===== config.mk =====
export PLATFORM = sky130hd
export DESIGN_NAME = conway_sequencer
export DESIGN_NICKNAME = d
export VERILOG_FILES = /design/src/rtl/conway_sequencer.sv
export SDC_FILE = /design/constraint.sdc
export NUM_CORES = 1
export LEC_CHECK = 0
export CORE_MARGIN = 4
export CORE_UTILIZATION = 45
export DETAILED_ROUTE_END_ITERATION = 8
export PLACE_DENSITY = 0.66
export SKIP_CTS_REPAIR_TIMING = 1
export SLEW_MARGIN = 15
export SYNTH_ARGS = -nofsm -noshare
export SYNTH_HDL_FRONTEND = slang
export SYNTH_SLANG_ARGS = --single-unit

===== constraint.sdc =====
create_clock -name clk -period 3.22 [get_ports clk]
set_input_delay 0.322 -clock clk [delete_from_list [all_inputs] [get_ports clk]]
set_output_delay 0.322 -clock clk [all_outputs]
set_load 0.01 [all_outputs]

===== src/rtl/conway_sequencer.sv =====
// Generation controller for the Life cell array: drives the shared cell rst/ena lines,
// loads the seed, then steps generations on demand or at a programmable free-run rate.
module conway_sequencer #(
  parameter int unsigned PERIOD_W    = 24,
  parameter int unsigned GEN_W       = 16,
  parameter int unsigned INIT_CYCLES = 2
) (
  input  logic                clk,
  input  logic                rst,
  input  logic                cmd_run,
  input  logic                cmd_step,
  input  logic                cmd_clear,
  input  logic [PERIOD_W-1:0] period,
  input  logic                frame_busy,
  output logic                cell_rst,
  output logic                cell_ena,
  output logic [GEN_W-1:0]    generation,
  output logic                gen_wrap,
  output logic [2:0]          seq_state
);

  localparam int unsigned InitW = (INIT_CYCLES > 1) ? $clog2(INIT_CYCLES) : 1;
  localparam logic [InitW-1:0] InitLast = InitW'(INIT_CYCLES - 1);

  typedef enum logic [2:0] {
    StInit  = 3'd0,
    StIdle  = 3'd1,
    StWait  = 3'd2,
    StHold  = 3'd3,
    StPulse = 3'd4
  } state_e;

  state_e              state_q, state_d;
  logic [InitW-1:0]    init_cnt_q, init_cnt_d;
  logic [PERIOD_W-1:0] wait_cnt_q, wait_cnt_d;
  logic [GEN_W-1:0]    gen_q, gen_d;
  logic                gen_wrap_q, gen_wrap_d;
  logic                cell_rst_q, cell_ena_q;
  logic [PERIOD_W-1:0] wait_last;
  logic                wait_done;

  // A zero period behaves as one wait cycle.
  assign wait_last = (period == '0) ? '0 : period - PERIOD_W'(1);
  // ">=" so a live decrease below the current count still advances promptly.
  assign wait_done = (wait_cnt_q >= wait_last);

  always_comb begin
    state_d    = state_q;
    init_cnt_d = init_cnt_q;
    wait_cnt_d = wait_cnt_q;
    gen_d      = gen_q;
    gen_wrap_d = 1'b0;
    case (state_q)
      StInit: begin
        gen_d = '0;
        if (init_cnt_q == InitLast) begin
          state_d    = StIdle;
          init_cnt_d = '0;
        end else begin
          init_cnt_d = init_cnt_q + InitW'(1);
        end
      end
      StIdle: begin
        if (cmd_clear) begin
          state_d    = StInit;
          init_cnt_d = '0;
          gen_d      = '0;
        end else if (cmd_step) begin
          state_d = frame_busy ? StHold : StPulse;
        end else if (cmd_run) begin
          state_d    = StWait;
          wait_cnt_d = '0;
        end
      end
      StWait: begin
        if (cmd_clear) begin
          state_d    = StInit;
          init_cnt_d = '0;
          gen_d      = '0;
        end else if (!cmd_run) begin
          state_d = StIdle;
        end else if (cmd_step || wait_done) begin
          state_d = frame_busy ? StHold : StPulse;
        end else begin
          wait_cnt_d = wait_cnt_q + PERIOD_W'(1);
        end
      end
      StHold: begin
        if (cmd_clear) begin
          state_d    = StInit;
          init_cnt_d = '0;
          gen_d      = '0;
        end else if (!frame_busy) begin
          state_d = StPulse;
        end
      end
      StPulse: begin
        // Clear is not accepted here; the requester retries.
        gen_d      = gen_q + GEN_W'(1);
        gen_wrap_d = &gen_q;
        if (cmd_run) begin
          state_d    = StWait;
          wait_cnt_d = '0;
        end else begin
          state_d = StIdle;
        end
      end
      default: begin
        state_d    = StInit;
        init_cnt_d = '0;
        gen_d      = '0;
      end
    endcase
  end

  always_ff @(posedge clk or posedge rst) begin
    if (rst) begin
      state_q    <= StInit;
      init_cnt_q <= '0;
      wait_cnt_q <= '0;
      gen_q      <= '0;
      gen_wrap_q <= 1'b0;
      cell_rst_q <= 1'b1;
      cell_ena_q <= 1'b0;
    end else begin
      state_q    <= state_d;
      init_cnt_q <= init_cnt_d;
      wait_cnt_q <= wait_cnt_d;
      gen_q      <= gen_d;
      gen_wrap_q <= gen_wrap_d;
      cell_rst_q <= (state_d == StInit);
      cell_ena_q <= (state_d == StPulse);
    end
  end

  assign cell_rst   = cell_rst_q;
  assign cell_ena   = cell_ena_q;
  assign generation = gen_q;
  assign gen_wrap   = gen_wrap_q;
  assign seq_state  = state_q;

endmodule

==> reports/metrics.csv <==
stage;metric;value;unit
drt;dr.pass1.iters;4;
critical_path;slowest_delay;530;ps
pwr;peakVddDrop;342;uV
pwr;leakage;2.39;nW
hold_path;holdPathEnd;init_cnt_q;
sta;fin_tns_setup;-14140;ps
finish;antenna_cells;0;
clock_network;clk_path_buf_depth;2;
floorplan;core_area;0.00785;sq mm
grt;grt_pass1_vias;3587;
floorplan;ioPinCount;52;
drt;num_vias;3942;
critical_path;path_delay_family;simple AND/OR/NAND/NOR gates;
critical_path;startpoint_type;input port;
logic_synthesis;synth_cell_type_count;59;
pwr;swShare;30.9;%
critical_path;slowest_stage;or4_4;
grt;grt_max_degree;48;
grt;track_usage;20.2;%
logic_synthesis;netlist_instances;442;
logic_synthesis;synth_fp_nets;500;
critical_path;path_buf_inv;6;
sta;slew_headroom;31.9;%
place;io_buffers;51;
floorplan;num_rows;32;
critical_path;reg2reg_to;wait_cnt_q[17];
place;gp_congestion;0.853;
logic_synthesis;synth_seq_cells;47;
critical_path;required;3440;ps
finish;syn_to_final_growth;51.3;%
logic_synthesis;ys_seq_area_share;32.1;%
pwr;powerDensity;306;mW/mm^2
critical_path;path_class;in -> reg;
critical_path;r2r_start;wait_cnt_q[2];
sta;fin_ws;-588;ps
drt;drc;0;
finish;fin_nets;615;
critical_path;worst_ep_arrival_time;4030;ps
drt;drt_iter0_drc;211;
run_status;violations;setup timing;
run;max-cap-violations;0;
critical_path;r2r_cells;10;
pwr;total_power;1.70;mW
clock_network;htree_levels;2;
place;dpl.hpwl;7.20;mm
hold_path;hold_path_class;reg -> reg;
pwr;power_frac_seq;40.2;%
floorplan;die_h;98.3;um
pwr;p_sw;0.526;mW
logic_synthesis;synth-edff-count;0;
drt;routedWlPerCell;17.3;um
critical_path;worstPathCellList;buf_6 > or4_4 > or4_4 > nor3_4 > nand4_1 > buf_6 > buf_4 > a21bo_2 > ha_4 > nand2_1 > or4_4 > o41ai_4 > buf_4 > buf_6 > clkbuf_16 > o31ai_4 > a21oi_1;
logic_synthesis;async_flop_share;100;%
sta;finalHoldViolations;0;
finish;drive_gt1_share;31.2;%
clock_network;cts_buffers;5;
grt;grt_pass1_wl;16.8;mm
floorplan;die_w;98.3;um
clock_network;clock_latency;310;ps
drt;antenna_left;0;
hold_path;min_path_cells;1;
critical_path;r2r_slack;540;ps
grt;grt-ovfl-total;0;
clock_network;cts_tree;yes;
critical_path;endpoint_kind;flip-flop;
sta;rsz0062_at_grt;true;
floorplan;initial_core_util;46.8;%
logic_synthesis;syn_area;0.00367;sq mm
logic_synthesis;yosysWarnings;0;
pwr;p_comb_share;28.1;%
sta;min_period;3810;ps
sta;clock.fmax;263;MHz
sta;finalCritPeriodShare;118;%
run_status;status;finished, violations left;
sta;fin_worst_skew;8.13;ps
clock_network;clk_pin_slew;100;ps
critical_path;cp_max_fo;5;
drt;via_per_inst;5.97;
floorplan;die_area;0.00967;sq mm
sta;slew_violations;0;
clock_network;ctsRootBufferMaster;clkbuf_8;
sta;tightest_slew;1020;ps
logic_synthesis;syn_avg_cell_area;8.31;sq um
clock_network;clock_sinks;47;
pwr;power_frac_clock;31.7;%
drt;wirelength;11.4;mm
grt;antenna_found_initial;0;
logic_synthesis;ys.flop_type;dfrtp_1;
pwr;power.internal;1.17;mW
sta;finalSetupViolCount;28;
hold_path;min-delay-start;init_cnt_q;
==> per-layer routing <==
metal  track usage, %  routed length [um]  vias up
met5                0                   0        -
li1                 -                   -     1905
met4             4.10                 247        0
met2             33.7                5660      132
met3             3.43                 572       28
met1             27.6                4950     1877
==> cell usage in the layout (no fill, tap or decap), types with 4 or more instances in the layout <==
master	Yosys	final
a21oi_1	31	20
a21oi_2	0	11
and3_1	8	8
buf_4	4	56
buf_6	3	12
clkbuf_8	0	5
clkdlybuf4s50_1	0	38
dfrtp_1	46	46
dlymetal6s2s_1	0	10
ha_1	28	16
ha_4	0	12
inv_1	7	4
nand2_1	78	70
nand2_2	0	4
nand2_4	0	4
nand3_1	11	10
nand4_1	12	12
nor2_1	23	19
nor2b_1	5	4
nor3_1	9	5
nor3_4	0	4
nor4_1	6	4
o21ai_0	37	29
o21ai_2	0	6
o31ai_1	21	11
o31ai_2	0	5
o31ai_4	0	5
or3_1	6	6
or3_4	1	4
or4_1	21	12
or4_4	0	9
xnor2_1	4	4
xor2_1	15	14
==> how the worst max path moves through the flow <==
stage / start / to / depth (start not counted)
detailed placement: period[17] / wait_cnt_q[19] / 14
global route: period[17] / wait_cnt_q[17] / 17
global placement: period[17] / wait_cnt_q[19] / 14
CTS: period[17] / wait_cnt_q[19] / 14
floorplan: period[17] / wait_cnt_q[10] / 15
finish: period[17] / wait_cnt_q[17] / 17
==> final cells by class <==
type	count	area [sq um]
Clock buffer	5	68.8
Clock inverter	3	71.3
Fill cell	605	2290
Inverter	7	26.3
Multi-Input combinational cell	373	2930
Sequential cell	47	1180
Tap cell	102	128
Timing Repair Buffer	123	1160
==> power by group through the flow <==
stage	sequential, mW	clock, mW	combinational (mW)
after global routing	0.690	0.568	0.535
after detailed placement	0.692	0	0.398
after global placement	0.690	0	0.392
after CTS	0.681	0.545	0.403
final	0.684	0.539	0.478
after floorplan	0.672	0	0.246
==> logic make-up (layout without fill, tap and decap cells) <==
| kind of cell | after synthesis | after routing | synth area share (%) |
|---|---|---|---|
| AO/OA/AOI/OAI | 119 | 119 | 20.6 |
| XOR/XNOR | 19 | 19 | 4.53 |
| adder cells (fa/ha/maj) | 28 | 28 | 9.54 |
| buffers and inverters | 25 | 138 | 3.75 |
| flip-flops | 47 | 47 | 32.1 |
| multiplexers | 3 | 3 | 0.818 |
| AND/OR/NAND/NOR | 201 | 204 | 28.7 |
==> metrics by stage <==
step / hold WS (ps) / cells / cell area (sq um) / setup slack, ps / util (%)
floorplan: 385 / 442 / 3770 / -592 / -
global placement: 481 / 634 / 4700 / -1150 / 59.9
global route: 540 / 660 / 5560 / -707 / 70.8
CTS: 510 / 642 / 4840 / -938 / 61.7
detailed placement: 497 / 634 / 4700 / -1240 / 59.9
finish: 510 / 660 / 5560 / -588 / 70.8
==> flip-flops by register name, indices dropped and copies added, names as in the netlist <==
signal and flops:
cell_ena 1, gen_wrap 1, init_cnt_q 1, cell_rst 1, seq_state 3, wait_cnt_q 24
generation 16
==> synthesized netlist by cell type (all sizes together), types with 12 or more instances <==
master	n	area (sq um)
dfrtp	46	1150
buf	12	87.6
o31ai	21	158
o21ai	38	190
nand2	78	293
nor2	23	86.3
a21oi	31	155
nand4	12	75.1
or4	21	158
ha	28	350
xor2	15	131
==> worst register-to-register path, stage by stage (launching register included) <==
cell and delay, ps:
dfrtp_1 540, ha_4 270, a211oi_2 190, o21ai_1 90
a41oi_1 230, buf_4 150, o41ai_4 80, buf_4 180
buf_6 130, or4_1 530, a21oi_1 210
Note: power is estimated with default switching activity, not from simulation.
